### src/rtl/mig_pkg.sv
// Shared operand encoding, node configuration record and FSM states for the MIG engine.
package mig_pkg;

  // Widest operand select any instance may use; node configs are stored at this width.
  localparam int unsigned SEL_MAX_W = 8;

  // Operand code 0 is constant 0, inputs start at 1, nodes follow the inputs.
  localparam int unsigned SEL_CONST0 = 0;
  localparam int unsigned SEL_X_BASE = 1;

  function automatic int unsigned sel_w_base(int unsigned n_in);
    return SEL_X_BASE + n_in;
  endfunction

  typedef struct packed {
    logic [SEL_MAX_W-1:0] op_a;
    logic [SEL_MAX_W-1:0] op_b;
    logic [SEL_MAX_W-1:0] op_c;
    logic [2:0]           inv;   // {c, b, a}
  } node_cfg_t;

  typedef enum logic [1:0] {
    StIdle,
    StCheck,
    StSweep,
    StFlush
  } state_e;

endpackage

### src/rtl/mig_node.sv
// One majority node: complements each operand as configured, then takes the 2-of-3 vote.
module mig_node (
  input  logic       i_a,
  input  logic       i_b,
  input  logic       i_c,
  input  logic [2:0] i_inv,
  output logic       o_maj
);

  logic w_a;
  logic w_b;
  logic w_c;

  assign w_a   = i_a ^ i_inv[0];
  assign w_b   = i_b ^ i_inv[1];
  assign w_c   = i_c ^ i_inv[2];
  assign o_maj = (w_a & w_b) | (w_a & w_c) | (w_b & w_c);

endmodule

### src/rtl/mig_tt_engine.sv
// Majority-inverter-graph truth-table engine: validates the node netlist, then sweeps every
// minterm and streams the selected signal's truth table as OUT_W-bit words.
module mig_tt_engine
  import mig_pkg::*;
#(
  parameter int unsigned N_IN    = 7,
  parameter int unsigned N_NODES = 6,
  parameter int unsigned OUT_W   = 32,
  localparam int unsigned SEL_W  = $clog2(1 + N_IN + N_NODES),
  localparam int unsigned NODE_W = (N_NODES > 1) ? $clog2(N_NODES) : 1
) (
  input  logic              i_clk,
  input  logic              i_rst,
  input  logic              i_cfg_we,
  input  logic [NODE_W-1:0] i_cfg_node,
  input  logic [SEL_W-1:0]  i_cfg_op_a,
  input  logic [SEL_W-1:0]  i_cfg_op_b,
  input  logic [SEL_W-1:0]  i_cfg_op_c,
  input  logic [2:0]        i_cfg_inv,
  input  logic [SEL_W-1:0]  i_cfg_out_sel,
  input  logic              i_cfg_out_inv,
  input  logic              i_cfg_out_we,
  input  logic              i_start,
  output logic              o_busy,
  output logic              o_tt_valid,
  input  logic              i_tt_ready,
  output logic [OUT_W-1:0]  o_tt_data,
  output logic              o_tt_last,
  output logic              o_done,
  output logic              o_err
);

  localparam int unsigned N_SIG = sel_w_base(N_IN) + N_NODES;
  localparam int unsigned BIT_W = $clog2(OUT_W);

  if (((2 ** N_IN) % OUT_W) != 0) begin : g_bad_out_w
    $error("2^N_IN must be a multiple of OUT_W");
  end
  if (SEL_W > SEL_MAX_W) begin : g_bad_sel_w
    $error("operand select wider than SEL_MAX_W");
  end

  state_e            r_state;
  state_e            w_state_next;
  node_cfg_t         r_cfg [N_NODES];
  logic [SEL_W-1:0]  r_out_sel;
  logic              r_out_inv;
  logic [NODE_W:0]   r_chk;
  logic [N_IN-1:0]   r_m;
  logic [OUT_W-2:0]  r_acc;
  logic [OUT_W-1:0]  r_out_data;
  logic              r_out_valid;
  logic              r_out_last;
  logic              r_done;
  logic              r_err;

  logic [N_SIG-1:0]  w_sig;
  logic [OUT_W-1:0]  w_word;
  logic              w_f;
  logic              w_chk_bad;
  logic              w_chk_done;
  logic              w_word_end;
  logic              w_last_m;
  logic              w_out_free;
  logic              w_xfer;

  // A node may only see signals before it, so each stage extends the visible vector by one.
  for (genvar j = 0; j < N_NODES; j++) begin : g_node
    localparam int unsigned AVW = sel_w_base(N_IN) + j;
    logic [AVW-1:0] w_avail;
    logic [2:0]     w_ops;
    logic           w_maj;

    if (j == 0) begin : g_first
      assign w_avail = {r_m, 1'b0};
    end else begin : g_chain
      assign w_avail = {g_node[j-1].w_maj, g_node[j-1].w_avail};
    end

    // Operand muxes; codes beyond the visible range read 0 and are rejected by CHECK.
    always_comb begin
      w_ops = '0;
      for (int k = 0; k < AVW; k++) begin
        if (r_cfg[j].op_a == SEL_MAX_W'(k)) w_ops[0] = w_avail[k];
        if (r_cfg[j].op_b == SEL_MAX_W'(k)) w_ops[1] = w_avail[k];
        if (r_cfg[j].op_c == SEL_MAX_W'(k)) w_ops[2] = w_avail[k];
      end
    end

    mig_node u_node (
      .i_a   (w_ops[0]),
      .i_b   (w_ops[1]),
      .i_c   (w_ops[2]),
      .i_inv (r_cfg[j].inv),
      .o_maj (w_maj)
    );
  end

  assign w_sig = {g_node[N_NODES-1].w_maj, g_node[N_NODES-1].w_avail};

  function automatic logic op_bad(node_cfg_t c, int unsigned j);
    int unsigned lim = sel_w_base(N_IN) + j;
    return (32'(c.op_a) >= lim) || (32'(c.op_b) >= lim) || (32'(c.op_c) >= lim);
  endfunction

  // Selected output signal for the current minterm.
  always_comb begin
    w_f = 1'b0;
    for (int k = 0; k < N_SIG; k++) begin
      if (r_out_sel == SEL_W'(k)) w_f = w_sig[k];
    end
    w_f = w_f ^ r_out_inv;
  end

  // Legality of the item examined this CHECK cycle: node r_chk, then the output select.
  always_comb begin
    w_chk_bad = 1'b0;
    for (int unsigned j = 0; j < N_NODES; j++) begin
      if (32'(r_chk) == j) w_chk_bad = op_bad(r_cfg[j], j);
    end
    if (32'(r_chk) == N_NODES) w_chk_bad = (32'(r_out_sel) >= N_SIG);
  end

  assign w_chk_done = (32'(r_chk) == N_NODES);
  assign w_word_end = &r_m[BIT_W-1:0];
  assign w_last_m   = &r_m;
  assign w_out_free = !r_out_valid || i_tt_ready;
  assign w_xfer     = r_out_valid && i_tt_ready;
  // New minterm enters at the top so minterm m ends at bit m mod OUT_W after a full word.
  assign w_word     = {w_f, r_acc};

  // Node and output configuration, writable only while idle.
  always_ff @(posedge i_clk) begin
    if (i_rst) begin
      for (int j = 0; j < N_NODES; j++) r_cfg[j] <= '0;
      r_out_sel <= '0;
      r_out_inv <= 1'b0;
    end else if (r_state == StIdle) begin
      if (i_cfg_we && (32'(i_cfg_node) < N_NODES)) begin
        r_cfg[i_cfg_node] <= '{op_a: SEL_MAX_W'(i_cfg_op_a), op_b: SEL_MAX_W'(i_cfg_op_b),
                               op_c: SEL_MAX_W'(i_cfg_op_c), inv: i_cfg_inv};
      end
      if (i_cfg_out_we) begin
        r_out_sel <= i_cfg_out_sel;
        r_out_inv <= i_cfg_out_inv;
      end
    end
  end

  // FSM state register.
  always_ff @(posedge i_clk) begin
    if (i_rst) r_state <= StIdle;
    else       r_state <= w_state_next;
  end

  // FSM next-state logic.
  always_comb begin
    w_state_next = r_state;
    case (r_state)
      StIdle:  if (i_start) w_state_next = StCheck;
      StCheck: begin
        if (w_chk_bad)       w_state_next = StIdle;
        else if (w_chk_done) w_state_next = StSweep;
      end
      StSweep: if (w_word_end && w_last_m && w_out_free) w_state_next = StFlush;
      StFlush: if (w_xfer) w_state_next = StIdle;
      default: w_state_next = StIdle;
    endcase
  end

  // Check counter, minterm sweep, accumulator, output word register and status pulses.
  always_ff @(posedge i_clk) begin
    if (i_rst) begin
      r_chk       <= '0;
      r_m         <= '0;
      r_acc       <= '0;
      r_out_data  <= '0;
      r_out_valid <= 1'b0;
      r_out_last  <= 1'b0;
      r_done      <= 1'b0;
      r_err       <= 1'b0;
    end else begin
      r_done <= 1'b0;
      r_err  <= 1'b0;
      if (w_xfer) r_out_valid <= 1'b0;
      case (r_state)
        StIdle: begin
          r_chk <= '0;
          r_m   <= '0;
        end
        StCheck: begin
          r_chk <= r_chk + 1'b1;
          if (w_chk_bad) r_err <= 1'b1;
        end
        StSweep: begin
          // A completed word waits here (m holds) until the output register can take it.
          if (!w_word_end || w_out_free) begin
            r_m   <= r_m + 1'b1;
            r_acc <= w_word[OUT_W-1:1];
            if (w_word_end) begin
              r_out_valid <= 1'b1;
              r_out_data  <= w_word;
              r_out_last  <= w_last_m;
            end
          end
        end
        StFlush: if (w_xfer) r_done <= 1'b1;
        default: ;
      endcase
    end
  end

  // FSM / status outputs.
  always_comb begin
    o_busy     = (r_state != StIdle);
    o_tt_valid = r_out_valid;
    o_tt_data  = r_out_data;
    o_tt_last  = r_out_valid & r_out_last;
    o_done     = r_done;
    o_err      = r_err;
  end

endmodule

### config.mk
export PLATFORM = sky130hd
export DESIGN_NAME = mig_tt_engine
export DESIGN_NICKNAME = d
export VERILOG_FILES = /design/src/rtl/mig_pkg.sv /design/src/rtl/mig_node.sv /design/src/rtl/mig_tt_engine.sv
export SDC_FILE = /design/constraint.sdc
export NUM_CORES = 1
export LEC_CHECK = 0
export CORE_MARGIN = 10
export CORE_UTILIZATION = 52
export DETAILED_ROUTE_END_ITERATION = 10
export PLACE_DENSITY = 0.75
export SYNTH_ARGS = -nofsm -noshare
export SYNTH_HDL_FRONTEND = slang
export SYNTH_HIERARCHICAL = 1
export SYNTH_SLANG_ARGS = --single-unit
### constraint.sdc
create_clock -name i_clk -period 7.31 [get_ports i_clk]
set_clock_uncertainty 0.15 [all_clocks]
set_input_delay 1.8275 -clock i_clk [delete_from_list [all_inputs] [get_ports i_clk]]
set_output_delay 1.8275 -clock i_clk [all_outputs]
set_load 0.05 [all_outputs]
Yosys cells after proc, flatten, opt, wreduce, memory -nomap -nowiden
Memory sizes are Yosys's and may differ from the RTL's.
Index checks and enable logic that the tools add are counted.

cells by class
  add/subtract/negate cells = 2
  bitwise operators = 52
  reductions and logical operators = 35
  magnitude comparators = 20
  multiplexer cells = 215
  equal/unequal tests = 198

operators with widths
  cell                   count
  $eq A8 B3 Y1 const B   72
  $eq A8 B4 Y1 const B   45
  $eq A8 B2 Y1 const B   36
  $mux W1                204
  $eq A8 B1 Y1 const B   18
  $ge A8 B4 Y1 const B   18
  $eq A4 B3 Y1 const B   7
  $eq A4 B4 Y1 const B   6
  $and A1 B1 Y1          19
  $xor A1 B1 Y1          19
  $eq A4 B2 Y1 const B   4
  $mux W15               1
  $reduce_or A15 Y1      1
  $logic_or A1 B1 Y1     14
  $pmux W7 S2            1
  $reduce_and A7 Y1      2
  $or A1 B1 Y1           12
  $mux W2                5
  $eq A4 B1 Y1 const B   2
  $ne A2 B2 Y1 const B   4
  $pmux W2 S4            1
  $pmux W4 S2            1
  $add A7 B1 Y7 const B  1
  $mux W7                1
  other kinds (17)       28

word-level totals
  output and inout bits = 37
  memory bits (writable) = 90
  memories = 1
  register bits = 85

memory list
  memory  depth  bits a word  rd ports  clocked after memory_dff  write ports  line                 text
  r_cfg   6      15           6         0                         6            mig_tt_engine.sv:45  node_cfg_t r_cfg [N_NODES];

Logic depth before layout (Yosys ltp)
An unclocked memory read counts as a cell.

  depth in word-level cells = 40
  depth in mapped cells = 42

Hierarchy
Netlist, hierarchy kept.

by module, submodules not included
  module         instances  area each (sq um)  seq. area each (sq um)  cells an instance
  mig_tt_engine  1          8333.0             4404.2                  869
  mig_node       6          37.5               0.0                     4

Least setup slack after synthesis
Ideal clock, no wire load.

  kind = register -> register
  start point = register r_m[6]
  end point = register r_out_data[31], in the netlist o_tt_data[31]
  clock period less this slack = 8.019 ns
  data arrival time = 7.778 ns
  slack = -0.709 ns
  path buffers = 5
  setup time = 0.091 ns
  required time = 7.069 ns
  cell stages (with the launch flop) = 41
  cells stage by stage = dfxtp_1 buf_1 clkbuf_1 mux4_2 a21oi_1 nor2_1 xor2_1 maj3_2 clkbuf_1 nand3_1 o21ai_0 xor2_1 maj3_2 buf_2 nand2_1 o21ai_0 a21oi_1 o32ai_1 (+5 left out) o21ai_0 xor2_1 maj3_2 nand2b_1 o311a_1 o21ai_0 a22oi_1 xor2_1 maj3_2 nor3b_1 mux4_2 xor2_1 maj3_2 nor2b_1 nor2_1 o311ai_1 nand3_1 a311oi_1

between the ends
  longest elaborated chain between the ends = 32
  elaborated cells between the ends (all ways) = 119
  classes of those cells = 70 x mux; 49 x bitwise

ends and longest elaborated chain
  item                          line                  text
  start, declared               mig_tt_engine.sv:49   logic [N_IN-1:0] r_m;
  start signal, assigned        mig_tt_engine.sv:198  r_m <= r_m + 1'b1;
  $mux W1 *                     mig_tt_engine.sv:85   if (r_cfg[j].op_b == SEL_MAX_W'(k)) w_ops[1] = w_avail[k];
  net g_node[0].w_ops[1]        mig_tt_engine.sv:71   logic [2:0] w_ops;
  $xor A1 B1 Y1 *               mig_node.sv:15        assign w_b = i_b ^ i_inv[1];
  $and A1 B1 Y1                 mig_node.sv:17        assign o_maj = (w_a & w_b) | (w_a & w_c) | (w_b & w_c);
  $or A1 B1 Y1                  mig_node.sv:17
  $or A1 B1 Y1 *                mig_node.sv:17
  net g_node[0].w_maj           mig_tt_engine.sv:72   logic w_maj;
  $mux W1 *                     mig_tt_engine.sv:84   if (r_cfg[j].op_a == SEL_MAX_W'(k)) w_ops[0] = w_avail[k];
  net g_node[1].w_ops[0]        mig_tt_engine.sv:71
  (+4 left out)                 n/a
  net g_node[1].w_maj           mig_tt_engine.sv:72
  (+1 left out)                 n/a
  net g_node[2].w_ops[1]        mig_tt_engine.sv:71
  (+4 left out)                 n/a
  net g_node[2].w_maj           mig_tt_engine.sv:72
  (+1 left out)                 n/a
  net g_node[3].w_ops[2]        mig_tt_engine.sv:71
  (+4 left out)                 n/a
  net g_node[3].w_maj           mig_tt_engine.sv:72
  (+1 left out)                 n/a
  net g_node[4].w_ops[2]        mig_tt_engine.sv:71
  (+4 left out)                 n/a
  net g_node[4].w_maj           mig_tt_engine.sv:72
  $mux W1 *                     mig_tt_engine.sv:84
  net g_node[5].w_ops[0]        mig_tt_engine.sv:71
  $xor A1 B1 Y1 *               mig_node.sv:14        assign w_a = i_a ^ i_inv[0];
  $and A1 B1 Y1                 mig_node.sv:17
  $or A1 B1 Y1 * (2 in series)  mig_node.sv:17
  net g_node[5].w_maj           mig_tt_engine.sv:72
  $mux W1 *                     mig_tt_engine.sv:110  if (r_out_sel == SEL_W'(k)) w_f = w_sig[k];
  $xor A1 B1 Y1 *               mig_tt_engine.sv:112  w_f = w_f ^ r_out_inv;
  end signal, assigned          mig_tt_engine.sv:202  r_out_data <= w_word;
  end, declared                 mig_tt_engine.sv:51   logic [OUT_W-1:0] r_out_data;

The timed path passes the listed nets; every way through them passes the cells marked *.
A chain may end at the register's enable or synchronous reset.

==> impl.org <==
** Outcome
- The run finished, with violations left.
- The checks that failed: negative setup slack.

** Global route
- Wire length of the first global-routing pass :: 34,900 um
- Largest net degree at the start of global routing :: 93
- For this run, global-route usage on met3 was measured as 0.0513.
- Number of antenna violations at the first check in global routing :: 0
- For this run, global-route usage on met1 was measured as 0.247.
- GR Overflow Total :: 0
- Met2 GRT Util :: 0.328
- Global routing usage summed across all routing layers :: 0.201
- Most utilized layer in the global route result :: met2
- Via count of the first global-routing pass :: 6,550

** Clock network
- Worst-Skew Late Latency :: 0.45 ns
- TritonCTS built the clock tree.
- In this run the deepest clock path goes through 2 buffers.
- Clock transition at the register clock pins on the worst setup and hold paths after CTS :: 0.08 ns
- The tree built by TritonCTS fans out to 175 sinks.
- CTS built an H-tree with a depth of 4.
- Hold repair after CTS inserted 0 buffers.
- CTS Root Cell :: sky130_fd_sc_hd__clkbuf_16
- In this run, CTS created clock tree buffers numbering 17.

** Critical path
- The worst setup path is captured at a flop.
- The largest single stage delay on the critical path is 0.52 ns.
- For this design, the slowest cell found on the critical path is sky130_fd_sc_hd__mux4_2.
- STA classifies the critical path startpoint as a flop.
- Critical path class :: flop to flop
- Required time at the worst-slack endpoint :: 7.52 ns
- Data arrival time of the worst path :: 7.70 ns
- Of all nets on the critical path, the largest fanout is 4.

** Yosys
- Complex-gate fraction of the synthesized area :: 0.127
- Post-Syn Nets :: 928
- Ys flop type :: sky130_fd_sc_hd__edfxtp_1
- After synthesis, the largest family of logic cells by area is simple AND/OR/NAND/NOR gates.
- Fraction of synthesized area in multiplexers :: 0.0939
- Post-synthesis cell count :: 893
- Largest cells by area after synthesis :: sky130_fd_sc_hd__edfxtp_1 32%, sky130_fd_sc_hd__dfxtp_1 20%, sky130_fd_sc_hd__nand2_1 7.1%
- Fraction of the yosys area taken by sequential cells :: 0.515
- The share of synthesized area in the top cell type comes to 0.316.
- Post-synthesis instance area :: 0.00856 mm^2
- Post-synthesis async set-or-reset flop share :: 0
- During synthesis, Yosys emitted a total of 6 warnings.
- XOR/XNOR Fraction of Synth Area :: 0.0205
- Most area-hungry cell type in the Yosys netlist :: sky130_fd_sc_hd__edfxtp_1
- Post-synthesis register bit count :: 175
- Simple-gate portion of the synthesized area :: 0.184
- After synthesis, the mean cell area works out to 9.58 um^2.
- Adder and majority gate portion of the synthesized area :: 0.0167
- Number of flops mapped to enable cells by yosys :: 90
- Number of distinct library cells after synthesis :: 57

** Timing
- Number of pins with negative max-slew slack in the final report :: 0
- F_max :: 133 MHz
- The number of hold violations in the final report came to 0.
- Tightest Pin Transition :: 0.958 ns
- Worst slew margin relative to its limit :: 0.361
- Total negative slack :: -0.357 ns
- Setup violations remaining at the end of the flow were counted as 2.
- Final WS setup :: -0.183 ns
- Final Critical Period :: 7.49 ns
- Setup repair after global routing missed its margin :: true
- Tcrit/Tclk final :: 1.03

** Power and ir drop
- Dividing total power by cell area gives a power density of 212 mW/mm^2.
- Reg power frac :: 0.505
- Cell internal power was estimated by the tool at 1.59 mW.
- Portion of total power attributed to combinational logic :: 0.073
- Of the total power, the share spent switching nets is 0.263.
- In this run the power spent charging and discharging nets is 0.567 mW.
- Of the total power, the clock network draws 0.422.
- Leakage :: 3.53 nW
- VDD sags by at most 190 uV.

** Layout
- Share of cells above drive strength 1 :: 0.134
- The repair_antennas step left the layout with diodes totalling 0.
- Filler Cells Inserted :: 1,333
- Area growth, synth to finish :: 18.9%
- Summing all non-filler instances in the final layout gives an area of 0.0102 mm^2.
- Core Util, Final :: 0.636
- Count of nets after finishing :: 983

** Route
- The first detailed-routing pass ran for 5 iterations.
- Detailed-route vias per instance :: 5.87
- In the final routed layout, each cell accounts on average for 19.0 um.
- Routed vias :: 6,907
- For this block, the routed nets add up to 22,300 um of wire.
- Final antenna-violating net count :: 0
- In this run, the number of DRC markers left after iteration 0 of detailed routing was 891.
- Residual DRC count :: 0

** Floorplan
- Die height :: 148 um
- Standard cell core area :: 0.0160 mm^2
- 66 I/O pins were placed.
- For this configuration, the core starts out at a cell density of 0.535.
- The floorplan step set the die width to 148 um.
- The die covers 0.0220 mm^2.
- Row count :: 46

** Placement
- Detailed placement HPWL :: 14,700 um
- Input and output buffers added on the ports amount to 65.
- Placer Congestion :: 0.907
- The placed instances occupy a cell area of 0.00946 mm^2.

** Hold path
- In this run the worst hold path is classified as flop to flop.

** Job
- Across the run, the number of max-cap violations was 0.
-- layout make-up --
type                       count  area (um^2)  share of cell area
multi-input combinational    627         3890               0.383
inverter                      29          109              0.0107
timing repair buffer          98          897              0.0882
tap                          216          270              0.0266
clock inverter                15          170              0.0167
clock buffer                  17          425              0.0418
sequential                   175         4410               0.433
-- routing by layer --
metal | vias up | share of wire
li1 | 3265 | -
met1 | 3284 | 0.40
met2 | 304 | 0.48
met3 | 54 | 0.083
met4 | 0 | 0.032
met5 | - | 0
-- kinds of logic after synthesis --
kind of cell             Yosys count
buffers and inverters             91
flip-flops                       175
multiplexers                      52
AO/OA/AOI/OAI                    187
XOR/XNOR                          20
adder cells (fa/ha/maj)           12
AND/OR/NAND/NOR                  356
-- worst paths after layout --
kind	from	endpoint	slack [ns]	cells past startpoint
worst min-delay path	r_out_last	r_out_last	0.30	2
worst max register to register	r_cfg[0][3]	r_acc[30]	-0.18	36
worst min register to register	r_out_last	r_out_last	0.30	2
worst max-delay path	r_cfg[0][3]	r_acc[30]	-0.18	36
-- cells in the mapped netlist (8+ instances only) --
cell type	instances
sky130_fd_sc_hd__nand2_1	163
sky130_fd_sc_hd__a21oi_1	110
sky130_fd_sc_hd__nor2_1	103
sky130_fd_sc_hd__edfxtp_1	90
sky130_fd_sc_hd__dfxtp_1	85
sky130_fd_sc_hd__clkbuf_1	45
sky130_fd_sc_hd__inv_1	29
sky130_fd_sc_hd__mux2i_1	24
sky130_fd_sc_hd__mux4_2	22
sky130_fd_sc_hd__xor2_1	20
sky130_fd_sc_hd__o21ai_0	19
sky130_fd_sc_hd__nand3_1	17
sky130_fd_sc_hd__nor3_1	17
sky130_fd_sc_hd__nand3b_1	16
sky130_fd_sc_hd__a211oi_1	12
sky130_fd_sc_hd__nand2b_1	10
sky130_fd_sc_hd__o22ai_1	9
sky130_fd_sc_hd__buf_2	8
-- what timing repair did --
action	4_1_cts	5_1_grt
buffers inserted	4	0
cloned	0	0
pin swaps	30	5
setup endpoints to repair	2	2
resized for setup	15	9
-- power by group through the flow --
stage                     Combinational, mW  Sequential, mW  Clock [mW]
after floorplan                       0.106            1.10           0
after global placement                0.147            1.11           0
after detailed placement              0.149            1.11           0
after CTS                             0.154            1.09       0.915
after global routing                  0.169            1.09       0.956
final                                 0.157            1.09       0.910
-- through the flow --
stage	instances	worst slack (ns)	power, mW	hold WS [ns]
final	1177	-0.183	2.16	0.300
after global routing	1177	-0.572	2.22	0.334
after CTS	1177	-0.184	2.16	0.304
after detailed placement	1141	-0.342	1.26	0.294
after global placement	1141	-0.0413	1.26	0.291
after floorplan	893	-0.307	1.20	0.282
-- sequential cells by signal, indices dropped and copies added (netlist names), 4 cells and up, named ones only --
signal and cells:
r_cfg 90, o_tt_data 32, r_acc 31, r_out_sel 4, r_chk 4, r_m 7
-- critical path: cells and delay by family (launching register included) --
kind	cells	cell delay (ns)
buffers and inverters	1	0.12
AO/OA/AOI/OAI	13	1.99
multiplexers	4	1.56
flip-flops	1	0.41
adder cells (fa/ha/maj)	6	1.71
XOR/XNOR	6	0.97
AND/OR/NAND/NOR	6	0.50
-- cell usage in the layout, fill, tap and decap left out, types with 4 or more instances in the layout --
master / Yosys / final
sky130_fd_sc_hd__nand2_1: 163 / 162
sky130_fd_sc_hd__a21oi_1: 110 / 106
sky130_fd_sc_hd__nor2_1: 103 / 102
sky130_fd_sc_hd__edfxtp_1: 90 / 90
sky130_fd_sc_hd__dfxtp_1: 85 / 82
sky130_fd_sc_hd__clkdlybuf4s50_1: 0 / 64
sky130_fd_sc_hd__buf_4: 3 / 32
sky130_fd_sc_hd__inv_1: 29 / 29
sky130_fd_sc_hd__mux2i_1: 24 / 24
sky130_fd_sc_hd__mux4_2: 22 / 22
sky130_fd_sc_hd__xor2_1: 20 / 20
sky130_fd_sc_hd__nor3_1: 17 / 17
sky130_fd_sc_hd__clkbuf_16: 0 / 17
sky130_fd_sc_hd__nand3b_1: 16 / 16
sky130_fd_sc_hd__nand3_1: 17 / 14
sky130_fd_sc_hd__a211oi_1: 12 / 12
sky130_fd_sc_hd__nand2b_1: 10 / 9
sky130_fd_sc_hd__o22ai_1: 9 / 9
sky130_fd_sc_hd__o21ai_0: 19 / 9
sky130_fd_sc_hd__mux2_2: 6 / 6
sky130_fd_sc_hd__ha_1: 6 / 6
sky130_fd_sc_hd__maj3_2: 6 / 6
sky130_fd_sc_hd__nor3b_1: 5 / 5
sky130_fd_sc_hd__o211ai_1: 5 / 5
sky130_fd_sc_hd__nor2b_1: 6 / 5
sky130_fd_sc_hd__o21ai_1: 0 / 5
sky130_fd_sc_hd__o21ai_2: 0 / 5
sky130_fd_sc_hd__inv_8: 0 / 5
sky130_fd_sc_hd__o31ai_1: 4 / 4
sky130_fd_sc_hd__a21oi_2: 0 / 4
sky130_fd_sc_hd__inv_6: 0 / 4
sky130_fd_sc_hd__clkinv_8: 0 / 4
(Power assumes the default switching activity.)
